### config.mk
export PLATFORM = sky130hd
export DESIGN_NAME = seg_dec_collect
export DESIGN_NICKNAME = d
export VERILOG_FILES = /design/src/rtl/seg_dec_collect.sv
export SDC_FILE = /design/constraint.sdc
export NUM_CORES = 1
export LEC_CHECK = 0
export BUFFER_PORTS_ARGS = -buffer_cell sky130_fd_sc_hd__clkbuf_2
export CORE_UTILIZATION = 30
export DETAILED_ROUTE_END_ITERATION = 6
export SLEW_MARGIN = 0
export SYNTH_ARGS = -nofsm -noshare
export SYNTH_HDL_FRONTEND = slang
export SYNTH_SLANG_ARGS = --single-unit
### constraint.sdc
create_clock -name iClk -period 2.6 [get_ports iClk]
set_clock_uncertainty 0.05 [all_clocks]
set_input_delay 0.39 -clock iClk [delete_from_list [all_inputs] [get_ports iClk]]
set_output_delay 0.39 -clock iClk [all_outputs]
set_load 0.02 [all_outputs]
### src/rtl/seg_dec_collect.sv
// seg_dec_collect: turns a stream of 7-segment patterns back into BCD digits
// and packs each host-delimited frame into one word with a valid/ready output.
//
// Ports:
//   iClk, iRst_n             clock, synchronous active-low reset
//   iSeg, iSegValid,         segment pattern input (a..g = bit7..bit1,
//   iSegLast, oSegReady      dp = bit0, ignored), last-of-frame marker, ready
//   oBcd, oDigitCnt,         committed frame: packed BCD (newest digit in
//   oErr, oOvf               [3:0]), digit count, undecodable flag, overflow
//   oFrameValid, iFrameReady output handshake, held until accepted
module seg_dec_collect #(
   parameter int DIGITS = 4,
   parameter int CW     = 3
) (
   input  logic                  iClk,
   input  logic                  iRst_n,
   input  logic [7:0]            iSeg,
   input  logic                  iSegValid,
   input  logic                  iSegLast,
   output logic                  oSegReady,
   output logic [4*DIGITS-1:0]   oBcd,
   output logic [CW-1:0]         oDigitCnt,
   output logic                  oErr,
   output logic                  oOvf,
   output logic                  oFrameValid,
   input  logic                  iFrameReady
);

   localparam int BW = 4 * DIGITS;
   localparam logic [CW-1:0] CMAX = CW'(DIGITS);

   typedef enum logic {
      COLLECT,
      HOLD
   } state_t;

   state_t          state;
   logic [BW-1:0]   acc;
   logic [CW-1:0]   cnt;
   logic            err;
   logic            ovf;

   logic [6:0]      seg7;
   logic [3:0]      nib;
   logic            bad;
   logic [BW-1:0]   acc_nx;
   logic [CW-1:0]   cnt_nx;
   logic            err_nx;
   logic            ovf_nx;
   logic            unused_dp;

   assign seg7      = iSeg[7:1];
   assign unused_dp = iSeg[0];
   assign oSegReady = (state == COLLECT);

   always_comb begin
      nib = 4'hF;
      unique case (1'b1)
         (seg7 == 7'h7E): nib = 4'd0;
         (seg7 == 7'h30): nib = 4'd1;
         (seg7 == 7'h6D): nib = 4'd2;
         (seg7 == 7'h79): nib = 4'd3;
         (seg7 == 7'h33): nib = 4'd4;
         (seg7 == 7'h5B): nib = 4'd5;
         (seg7 == 7'h5F): nib = 4'd6;
         (seg7 == 7'h70): nib = 4'd7;
         (seg7 == 7'h7F): nib = 4'd8;
         (seg7 == 7'h7B): nib = 4'd9;
         default:         nib = 4'hF;
      endcase
   end

   assign bad = (nib == 4'hF);

   // A one-digit accumulator has nothing older to shift up.
   generate
      if (BW > 4) begin : g_shift
         assign acc_nx = {acc[BW-5:0], nib};
      end else begin : g_single
         assign acc_nx = nib;
      end
   endgenerate

   // The counter saturates; a digit arriving at a full count
   // pushes the oldest one out and marks the frame as overflowed.
   assign cnt_nx = (cnt == CMAX) ? CMAX : cnt + CW'(1);
   assign ovf_nx = ovf | (cnt == CMAX);
   assign err_nx = err | bad;

   always_ff @(posedge iClk) begin
      if (!iRst_n) begin
         state       <= COLLECT;
         acc         <= '0;
         cnt         <= '0;
         err         <= 1'b0;
         ovf         <= 1'b0;
         oBcd        <= '0;
         oDigitCnt   <= '0;
         oErr        <= 1'b0;
         oOvf        <= 1'b0;
         oFrameValid <= 1'b0;
      end else begin
         unique case (state)
            COLLECT: begin
               if (iSegValid) begin
                  if (iSegLast) begin
                     oBcd        <= acc_nx;
                     oDigitCnt   <= cnt_nx;
                     oErr        <= err_nx;
                     oOvf        <= ovf_nx;
                     oFrameValid <= 1'b1;
                     acc         <= '0;
                     cnt         <= '0;
                     err         <= 1'b0;
                     ovf         <= 1'b0;
                     state       <= HOLD;
                  end else begin
                     acc <= acc_nx;
                     cnt <= cnt_nx;
                     err <= err_nx;
                     ovf <= ovf_nx;
                  end
               end
            end
            HOLD: begin
               if (iFrameReady) begin
                  oFrameValid <= 1'b0;
                  state       <= COLLECT;
               end
            end
            default: state <= COLLECT;
         endcase
      end
   end

endmodule

==> summary.md <==
| Metric | Value |
|---|---|
| Outcome | complete, no violations |
| Seq pwr share | around 55% |
| Row Count | 27 |
| First-pass GRT wire length | 5961 um |
| Fin Setup TNS | 0 ns |
| Cells after Synth | approximately 210 |
| Detailed placement HPWL | roughly 2600 um |
| GR Overflow Total | 0 |
| DRC Markers | 0 |
| Post-synth EDFFs | 0 |
| YS warnings | 0 |
| CTS tree | yes |
| Largest net degree at the start of global routing | 31 |
| RSZ-0062 raised after global routing | false |
| Net Count, Synth | between 200 and 250 |
| Max-cap violations | 0 |
| Clk pwr share | about a third |
| Seq/Total Area, Yosys | ~46% |
| Most common cell after layout, fill and taps aside | nand2_1 |
| Worst EP arrival | roughly 1.8 ns |
| Clock-pin slew on the worst setup and hold paths | about 0.070 ns |
| Leak | 0.0007686 uW |
| Total Wirelength | 3683 um |
| Most frequent cells in the layout | nand2_1 (48), dfxtp_1 (40), clkbuf_2 (34) |
| Synth async-reset ratio | 0% |
| Vias in the first global route | 1255 |
| # diodes | 0 |
| Sink Count | 40 |
| CP endpoint kind | flip-flop |
| Mean Syn Cell Area | roughly 8.2 um^2 |
| P per Cell Area | 573.3 nW/um^2 |
| Clk Latency, worst-skew pair | ~0.29 ns |
| Via density | about 4.7 |
| Gate power share | 11.9% |
| Core footprint | 5540 um^2 |
| Post-CTS Setup Inserts | 0 |
| Top cell type's share of synthesized area | around 46% |
| Hold-fix buffers, CTS | 0 |
| Total internal power | 864.8 uW |
| Relative slew slack | 67.30% |
| Post-route insts no fill | 318 |
| CP startpoint kind | flip-flop |
| Peak VDD IR | 230.3 uV |
| Top cells by area, synth | dfxtp_1 (46%), nand2_1 (10%), a21oi_1 (9.3%) |
| Least-Margin Pin Slew | ~0.49 ns |
| # port buffers | 34 |
| Worst hold path class | in2reg |
| # IOs | 36 |
| FMAX | between 600 and 700 MHz |
| Global Route Usage Sum | between 10% and 20% |
| DR vias | 1510 |
| Fin crit share | 61.63% |
| Slew Viols, Final | 0 |
| Placed cells | 311 |
| Synth area leader | dfxtp_1 |
| PostCTS Resize Cnt | 0 |
| Initial core utilization | a little under a third |
| Net Switching | about 300 uW |
| Die area | between 6000 and 7000 um^2 |
| Sw frac | 26.04% |
| Synthesized area | 1728 um^2 |
| CTS Buf Count | 5 |
| WL per Instance | ~12 um |
| Area Growth Syn to Fin | 18.03% |
| Post-synthesis register bit count | 40 |
| Critical path type | reg2reg |
| Tmin final | around 1.6 ns |
| First drt pass iteration count | 4 |
| Die height | just under 80 um |
| Top FF cell, synth | dfxtp_1 |
| Fin. Hold Viols | 0 |
| Die W | roughly 78 um |
| Initial antenna violation count | 0 |
| CTS HTree Levels | 2 |
| RePlAce Congestion | between 0.7 and 0.8 |
| CTS Buffer Depth | 2 |
| CP Max Fanout | 9 |
| Layout Nets | 261 |
| Fraction of layout cells with a size suffix above 1 | a little under a quarter |
| Setup violators final | 0 |
| CTS root buf | clkbuf_8 |
| Library cells used by synthesis | 40 |
| Post-route ant nets | 0 |
| Crit path required time | 2.78 ns |
| DR iter-0 viols | between 50 and 60 |
synth_stat cells (all sizes together) (2+ instances only):
cell    number
nand3        5
nor2b        2
nand3b      10
dfxtp       40
o211ai       2
nor3         6
nor2        10
nand2       48
inv          5
clkbuf       6
ha           2
nor3b        2
o21ai       10
a31oi        4
buf          5
a21oi       33
a22oi        2
nand2b       2
final timing paths:
path | from | to | slack [ns] | cells after the start
min | iFrameReady | state | 0.32 | 3
max reg2reg | state | acc[0] | 1.0 | 5
min reg2reg | oDigitCnt[0] | oDigitCnt[0] | 0.40 | 2
max | state | acc[0] | 1.0 | 5
cell type report:
cell class / instances / area [um^2]
fill: 589 / 3501
multi-input combinational: 154 / 837.1
sequential: 40 / 800.8
timing repair buffer: 40 / 215.2
tap: 72 / 90.09
clock buffer: 6 / 72.57
inverter: 5 / 18.77
clock inverter: 1 / 5.005
per-layer routing:
layer / vias to the layer above / GRT usage [%] / share of wire, %
li1: 795 / - / -
met1: 676 / 16.46 / 50
met2: 33 / 18.67 / 44
met3: 6 / 3.529 / 3.6
met4: 0 / 7.222 / 2.2
met5: - / 0 / 0
power groups by stage:
stage | logic [uW] | clock network [uW] | registers [uW]
floorplan | 81.5 | 0 | 671
global placement | 139 | 0 | 660
detailed placement | 140 | 0 | 660
CTS | 141 | 408 | 646
global route | 154 | 414 | 648
finish | 139 | 385 | 646
kinds of logic after synthesis:
family                   after synthesis  synth area share, %
flip-flops                            40                46.34
XOR/XNOR                               1               0.5070
buffers and inverters                 17                5.213
AND/OR/NAND/NOR                       93                26.36
adder cells (fa/ha/maj)                2                1.448
AO/OA/AOI/OAI                         58                20.13
flip-flops by register name, summed over array words and instances, names as in the netlist:
signal,flops
oBcd,16
cnt,3
oOvf,1
oFrameValid,1
err,1
acc,12
oErr,1
state,1
ovf,1
oDigitCnt,3
worst max-delay path: stages, from the launching register on:
cell and delay (ns):
dfxtp_1 0.34, nand2b_1 0.30, nor2_1 0.40, nand2_1 0.15, o21ai_0 0.17, o21bai_1 0.12
metrics by stage:
stage / util, % / total power (uW) / instance area (um^2) / hold WS, ns / setup WS [ns]
final: 36.81 / 1169 / 2039 / 0.3245 / 0.9976
after global placement: 35.41 / 799.0 / 1962 / 0.3896 / 0.7745
after floorplan: - / 752.5 / 1728 / 0.3821 / 0.9586
after detailed placement: 35.41 / 800.3 / 1962 / 0.3974 / 0.7503
after global routing: 36.81 / 1217 / 2039 / 0.3298 / 0.9153
after CTS: 36.81 / 1194 / 2039 / 0.3091 / 0.9923
Note: power is estimated with default switching activity, not from simulation.
